===== src/rtl/serial_addsub_pkg.sv =====
// Shared constants for the bit-serial adder/subtractor: FSM state encoding
// and the default operand width.
package serial_addsub_pkg;

    localparam int DEFAULT_WIDTH = 8;

    localparam logic [1:0] S_IDLE = 2'd0;
    localparam logic [1:0] S_RUN  = 2'd1;
    localparam logic [1:0] S_DONE = 2'd2;

endpackage


===== src/rtl/serial_addsub_fa.sv =====
// One-bit full adder assembled from two half-adder stages; the only
// arithmetic cell in the serial datapath.
module fa_cell (
    input  logic a,
    input  logic b,
    input  logic c,
    output logic sum,
    output logic carry
);

    logic ha0_s;
    logic ha0_c;
    logic ha1_c;

    assign ha0_s = a ^ b;
    assign ha0_c = a & b;
    assign ha1_c = ha0_s & c;
    assign sum   = ha0_s ^ c;
    assign carry = ha0_c | ha1_c;

endmodule


===== src/rtl/serial_addsub.sv =====
// Bit-serial WIDTH-bit adder/subtractor: one full-adder cell and a carry flop
// consume one operand bit per clock, LSB first, with a start/busy/done handshake.
module serial_addsub
    import serial_addsub_pkg::*;
#(
    parameter int WIDTH = DEFAULT_WIDTH,
    parameter int CW    = $clog2(WIDTH)
) (
    input  logic             clk,
    input  logic             rst_n,
    input  logic             start,
    input  logic             sub,
    input  logic [WIDTH-1:0] a,
    input  logic [WIDTH-1:0] b,
    input  logic             cin,
    output logic             busy,
    output logic             done,
    output logic [WIDTH-1:0] sum,
    output logic             cout,
    output logic             ovf
);

    logic [1:0]       state_q, state_d;
    logic [WIDTH-1:0] a_q, a_d;
    logic [WIDTH-1:0] b_q, b_d;
    logic [WIDTH-2:0] s_q, s_d;
    logic             carry_q, carry_d;
    logic [CW-1:0]    cnt_q, cnt_d;
    logic [WIDTH-1:0] sum_q, sum_d;
    logic             cout_q, cout_d;
    logic             ovf_q, ovf_d;

    logic             fa_s;
    logic             fa_co;
    logic [WIDTH-1:0] s_shift;

    fa_cell u_fa (
        .a     (a_q[0]),
        .b     (b_q[0]),
        .c     (carry_q),
        .sum   (fa_s),
        .carry (fa_co)
    );

    // Partial result with the new bit at the MSB; on the last step this is the full sum.
    assign s_shift = {fa_s, s_q};

    always_comb begin
        state_d = state_q;
        a_d     = a_q;
        b_d     = b_q;
        s_d     = s_q;
        carry_d = carry_q;
        cnt_d   = cnt_q;
        sum_d   = sum_q;
        cout_d  = cout_q;
        ovf_d   = ovf_q;
        case (state_q)
            S_IDLE, S_DONE: begin
                if (start) begin
                    a_d     = a;
                    b_d     = sub ? ~b : b;
                    carry_d = sub ? 1'b1 : cin;
                    cnt_d   = '0;
                    state_d = S_RUN;
                end else begin
                    state_d = S_IDLE;
                end
            end
            S_RUN: begin
                a_d     = {1'b0, a_q[WIDTH-1:1]};
                b_d     = {1'b0, b_q[WIDTH-1:1]};
                s_d     = s_shift[WIDTH-1:1];
                carry_d = fa_co;
                cnt_d   = cnt_q + CW'(1);
                if (cnt_q == CW'(WIDTH - 1)) begin
                    // carry_q here is the carry into the MSB.
                    sum_d   = s_shift;
                    cout_d  = fa_co;
                    ovf_d   = fa_co ^ carry_q;
                    state_d = S_DONE;
                end
            end
            default: state_d = S_IDLE;
        endcase
    end

    always_ff @(posedge clk or negedge rst_n) begin
        if (!rst_n) begin
            state_q <= S_IDLE;
            a_q     <= '0;
            b_q     <= '0;
            s_q     <= '0;
            carry_q <= 1'b0;
            cnt_q   <= '0;
            sum_q   <= '0;
            cout_q  <= 1'b0;
            ovf_q   <= 1'b0;
        end else begin
            state_q <= state_d;
            a_q     <= a_d;
            b_q     <= b_d;
            s_q     <= s_d;
            carry_q <= carry_d;
            cnt_q   <= cnt_d;
            sum_q   <= sum_d;
            cout_q  <= cout_d;
            ovf_q   <= ovf_d;
        end
    end

    assign busy = (state_q == S_RUN);
    assign done = (state_q == S_DONE);
    assign sum  = sum_q;
    assign cout = cout_q;
    assign ovf  = ovf_q;

endmodule


===== config.mk =====
export PLATFORM = sky130hd
export DESIGN_NAME = serial_addsub
export DESIGN_NICKNAME = d
export VERILOG_FILES = /design/src/rtl/serial_addsub_pkg.sv /design/src/rtl/serial_addsub_fa.sv /design/src/rtl/serial_addsub.sv
export SDC_FILE = /design/constraint.sdc
export NUM_CORES = 1
export LEC_CHECK = 0
export CAP_MARGIN = 20
export CORE_MARGIN = 4
export CORE_UTILIZATION = 50
export DETAILED_ROUTE_END_ITERATION = 8
export GPL_ROUTABILITY_DRIVEN = 0
export PLACE_DENSITY = 0.78
export SYNTH_ARGS = -nofsm -noshare
export SYNTH_HDL_FRONTEND = slang
export SYNTH_SLANG_ARGS = --single-unit

===== constraint.sdc =====
create_clock -name clk -period 2.2 [get_ports clk]
set_input_delay 0.44 -clock clk [delete_from_list [all_inputs] [get_ports clk]]
set_output_delay 0.44 -clock clk [all_outputs]
set_load 0.01 [all_outputs]

==> impl_metrics.ini <==
[status]
run_status = completed

[pwr]
seq_power_share = 0.448
swShare = 0.330
p_switching_uw = 944
power.internal_uw = 1920
power.density_nw_per_um2 = 1390
power.share.combinational = 0.444
p_leak_uw = 0.000949
p_clk_frac = 0.108
ir_drop_mv = 0.641

[synthesis]
synth-seq-area-share = 0.580
syn_avg_cell_area_um2 = 13.7
syn_inst = 123
synth.net_count = 147
unique_cell_type_count_in_the_yosys_netlist = 23
synthesis_stage_register_bit_count = 39
mappedNetlistArea_um2 = 1680
yosys_warnings = 0

[clock_network]
ctsHtreeMaxLevel = 2
clk_pin_slew_ps = 100
cts_max_path_buffers = 2
ctsResizeCount = 0
postCtsHoldBufs = 0
clockRootBuffer = sky130_fd_sc_hd__clkbuf_4
clock_insertion_delay_worst_skew_ps = 320
cts_sink_cnt = 39
cts_made_buffers = 5
cts.repair_timing.setup_buffer_count = 0
tritoncts = built

[route]
drt-initial-drc-count = 57
detail_route.vias_per_cell = 5.42
route.final.wire_length_mm = 3.12
detail_route.wl_per_cell_um = 15.7
ant_nets = 0
drt-pass1-iter-count = 4
post-route-drc-count = 0
via_count = 1078

[sta]
grt_setup_unrepaired = no
final.setup.worst_slack_ps = 245
fin_tns_setup_ps = 0
clock.fmax_mhz = 512
timing_worst_slew_pin_value_ps = 824
final_min_period_over_clock_period = 0.888
timing.max_slew.rel_slack = 0.451
report.final.hold_viol_count = 0
timing.final.crit_period_ps = 1950
setup-violations-final = 0
drv_slew = 0
clock_skew_ps = 6.35

[critical_path]
worst-setup-path-type = flop to output pin
crit_path_end_kind = output pin
cp_data_arrival_time_ps = 1510
critPathLaunchType = flop
critPathRequiredTime_ps = 1760
rrSetupSlack_ps = 400
timing.critical_path.fanout_max = 5

[final_layout]
post_layout_nonfiller_instances = 199
areaGrowthSynthToFinish_pct = 22.3
drive_above_1_share = 0.181
antennaDiodeCount = 0
postLayoutCellArea_um2 = 2060
num-nets-final = 180
final_util = 0.658

[floorplan]
initial_core_util = 0.538
num_io_pins = 33
floorplan.rows = 20
die_height_um = 66.0
die_w_um = 66.0
dieArea_um2 = 4360
coreArea_um2 = 3130

[global_route]
grt-ovfl-total = 0
grt_first_pass_wirelength_mm = 5.49
groute.usage.overall = 0.169
vias_in_the_first_global_route = 1135
grt_max_degree = 40
initial_antenna_violation_count = 0

[placement]
placedCellCount = 193
detailed_place.area_um2 = 2020
dp_slack_ps = 226
place.port_buffers = 32
place_hpwl_mm = 2.33

[worst_hold_path]
min-delay-path-class = input port to asynchronous set/reset pin

[run]
max_capacitance_violation_count = 0
-- final cells by class --
| type | instances | area, um2 |
|---|---|---|
| Sequential cell | 39 | 976 |
| Fill cell | 249 | 1070 |
| Tap cell | 44 | 55.1 |
| Multi-Input combinational cell | 73 | 639 |
| Inverter | 2 | 7.51 |
| Timing Repair Buffer | 35 | 338 |
| Clock buffer | 6 | 41.3 |
-- sequential cells by signal (all words and copies together) (netlist names) --
name	cells
b_q	8
ovf	1
cnt_q	3
s_q	7
carry_q	1
cout	1
a_q	8
state_q	2
sum	8
-- final timing paths --
path                            end       start  cells after the start
setup / recovery               busy  state_q[0]                      2
hold / removal              carry_q       rst_n                      1
setup reg to reg             sum[7]    cnt_q[0]                      4
hold reg to reg              a_q[5]      a_q[5]                      1
max in group asynchronous  cnt_q[0]       rst_n                      1
min in group clk             a_q[5]      a_q[5]                      1
-- cell usage after synthesis --
| cell type | n | area (um2) |
|---|---|---|
| sky130_fd_sc_hd__nor2_1 | 9 | 33.8 |
| sky130_fd_sc_hd__a221o_1 | 8 | 80.1 |
| sky130_fd_sc_hd__nand2b_1 | 1 | 6.26 |
| sky130_fd_sc_hd__nand2_1 | 1 | 3.75 |
| sky130_fd_sc_hd__inv_1 | 2 | 7.51 |
| sky130_fd_sc_hd__buf_2 | 5 | 25.0 |
| sky130_fd_sc_hd__ha_1 | 2 | 25.0 |
| sky130_fd_sc_hd__clkbuf_1 | 1 | 3.75 |
| sky130_fd_sc_hd__and2b_1 | 1 | 7.51 |
| sky130_fd_sc_hd__dfrtp_1 | 39 | 976 |
| sky130_fd_sc_hd__nor2_2 | 1 | 6.26 |
| sky130_fd_sc_hd__fa_1 | 1 | 20.0 |
| sky130_fd_sc_hd__o21ai_0 | 2 | 10.0 |
| sky130_fd_sc_hd__a21o_1 | 7 | 52.6 |
| sky130_fd_sc_hd__xnor2_1 | 8 | 70.1 |
| sky130_fd_sc_hd__nor2b_1 | 1 | 6.26 |
| sky130_fd_sc_hd__buf_6 | 2 | 22.5 |
| sky130_fd_sc_hd__a22o_1 | 11 | 96.3 |
| sky130_fd_sc_hd__xor2_1 | 1 | 8.76 |
| sky130_fd_sc_hd__mux2_2 | 17 | 191 |
| sky130_fd_sc_hd__nand3b_1 | 1 | 7.51 |
| sky130_fd_sc_hd__nor2b_4 | 1 | 13.8 |
| sky130_fd_sc_hd__buf_4 | 1 | 7.51 |
-- power groups by stage --
stage                     clock, uW  combinational [uW]  sequential, uW
after detailed placement          0                1280            1290
after floorplan                   0                 852            1270
final                           309                1270            1280
after CTS                       319                1290            1280
after global routing            357                1400            1320
after global placement            0                1200            1260
-- critical path: stages (launching register included) --
cell,delay (ps)
sky130_fd_sc_hd__dfrtp_1,410
sky130_fd_sc_hd__nor2b_4,220
sky130_fd_sc_hd__clkdlybuf4s50_1,570
-- cells by family after synthesis --
family | after synthesis | synth area share
buf+inv | 11 | 0.0394
mux | 17 | 0.114
compound gates | 28 | 0.142
fa+ha+maj | 3 | 0.0268
simple gates | 16 | 0.0506
xor+xnor | 9 | 0.0469
flops | 39 | 0.580
-- placed cells by master, fill, tap and decap left out, drive strengths merged --
| cell | Yosys | layout |
|---|---|---|
| a21o | 7 | 7 |
| a221o | 8 | 8 |
| a22o | 11 | 11 |
| and2b | 1 | 1 |
| buf | 8 | 4 |
| clkbuf | 1 | 6 |
| clkdlybuf4s50 | 0 | 31 |
| dfrtp | 39 | 39 |
| fa | 1 | 1 |
| ha | 2 | 2 |
| inv | 2 | 2 |
| mux2 | 17 | 17 |
| nand2 | 1 | 1 |
| nand2b | 1 | 1 |
| nand3b | 1 | 1 |
| nor2 | 10 | 10 |
| nor2b | 2 | 2 |
| o21ai | 2 | 2 |
| xnor2 | 8 | 8 |
| xor2 | 1 | 1 |
-- metal layers --
layer,share of wire,GRT usage,vias to the layer above
li1,-,-,500
met1,0.42,0.201,534
met2,0.50,0.295,36
met3,0.069,0.0527,8
met4,0.013,0.0457,0
met5,0,0,-
-- per-stage QoR --
stage               hold WS (ps)  total power, uW
detailed placement           467             2580
global route                 242             3080
global placement             459             2460
CTS                          228             2890
floorplan                    144             2120
finish                       204             2860
(Power assumes the default switching activity.)
==> patch, RTL diff (same settings) <==
The package constant `DEFAULT_WIDTH` goes from 8 to 16.
--- a/src/rtl/serial_addsub_pkg.sv
+++ b/src/rtl/serial_addsub_pkg.sv
@@ -4,3 +4,3 @@
 
-    localparam int DEFAULT_WIDTH = 8;
+    localparam int DEFAULT_WIDTH = 16;
 
Interface: changed (resized a, b and sum); port bits go from 33 to 57. No check against the original RTL was run, so the function may have changed too.
==> patch against the unedited design <==
Total power up 93%; area after synthesis up 84%; global-route usage up 1.5 points; maximum frequency down 5.0%; sequential cell count up 33; sequential power up 81%; wire length up 96%; worst setup slack worse by 100 ps; cell area up 91%; utilization up 0.37 points; largest cell class unchanged.
==> patch: results (changes against the unedited design) <==
- Non-Clock Buffer Count: 64 (was 35)
- Num CTS Buffers: 9 (was 5)
- Slew Limit Headroom: 71.18% (was 45.06%)
- Clock Skews: 10.08 ps (was 6.350 ps)
- Number of fill cells: 488 (was 249)
- Met2 global-route usage: 29.21% (was 29.54%)
- R2R Path End: b_q[12] (was sum[7])
- Number of multi-input logic gates: 180 (was 73)
- Worst r2r path cells: 5 (was 4)
- Outcome: complete, no violations (unchanged)
- Clk root buf: clkbuf_8 (was clkbuf_4)
- Final net count: 367 (was 180)
- Buffers on Ports: 56 (was 32)
- Met2 wire len: 2896 µm (was 1566 µm)
- H-tree depth: 3 (was 2)
- 1st-iter DRT viols: 115 (was 57)
- Final core occ: 66.13% (was 65.76%)
- Critical Path AT: 1620 ps (was 1510 ps)
- Largest net degree at the start of global routing: 38 (was 40)
- Clkbuf count: 10 (was 6)
- Buffer share of cell area: 16.01% (was 16.42%)
- Dpl cells: 392 (was 193)
- Fin cells: 407 (was 199)
- First-pass GRT wire length: 10640 µm (was 5492 µm)
- Fraction of area in multi-input gates: 30.15% (was 31.08%)
- Final Instance Area: 3939 µm² (was 2057 µm²)
- Leakage: 0.001818 µW (was 0.0009495 µW)
- Worst vdd ir: 0.7071 mV (was 0.6415 mV)
- Hpwl dp: 4151 µm (was 2329 µm)
- Detailed-route via count: 2207 (was 1078)
- Met3 usage: 3.897% (was 5.272%)
- Syn_area_per_cell: 11.34 µm² (was 13.67 µm²)
- Syn_nets: 312 (was 147)
- R2r setup slk: 450 ps (was 400 ps)
- M1 WL: 2774 µm (was 1300 µm)
- Synth top area cells: dfrtp_1, nand2_1, a221o_1 (was dfrtp_1, mux2_2, a22o_1)
- Inverter count: 1 (was 2)
## patch: worst min-delay path by stage
stage,startpoint,end,slack (ps),cells past startpoint
floorplan,rst_n,a_q[0],140,0
global placement,rst_n,sum[8],410,1
detailed placement,rst_n,sum[8],410,1
CTS,rst_n,sum[8],20,1
global route,rst_n,sum[7],50,1
finish,rst_n,sum[8],20,1
## patch: kinds of logic after synthesis
logic type               Yosys count  share of synthesized area [%]
AO/OA/AOI/OAI                     39                          10.59
XOR/XNOR                          17                          4.808
adder cells (fa/ha/maj)            2                          1.050
buffers and inverters             21                          3.475
flip-flops                        72                          58.18
multiplexers                      19                          7.798
AND/OR/NAND/NOR                  103                          14.10
## patch: power by group
part | total (µW) | internal (µW) | switching (µW)
Combinational | 2050 | 1050 | 995
Sequential | 2320 | 1930 | 389
Clock | 1150 | 663 | 483
Total | 5510 | 3640 | 1870
## patch: critical path: stages (launching register included)
cell and delay [ps]:
dfrtp_1 360, nand2b_1 180, inv_4 170, clkdlybuf4s50_1 560
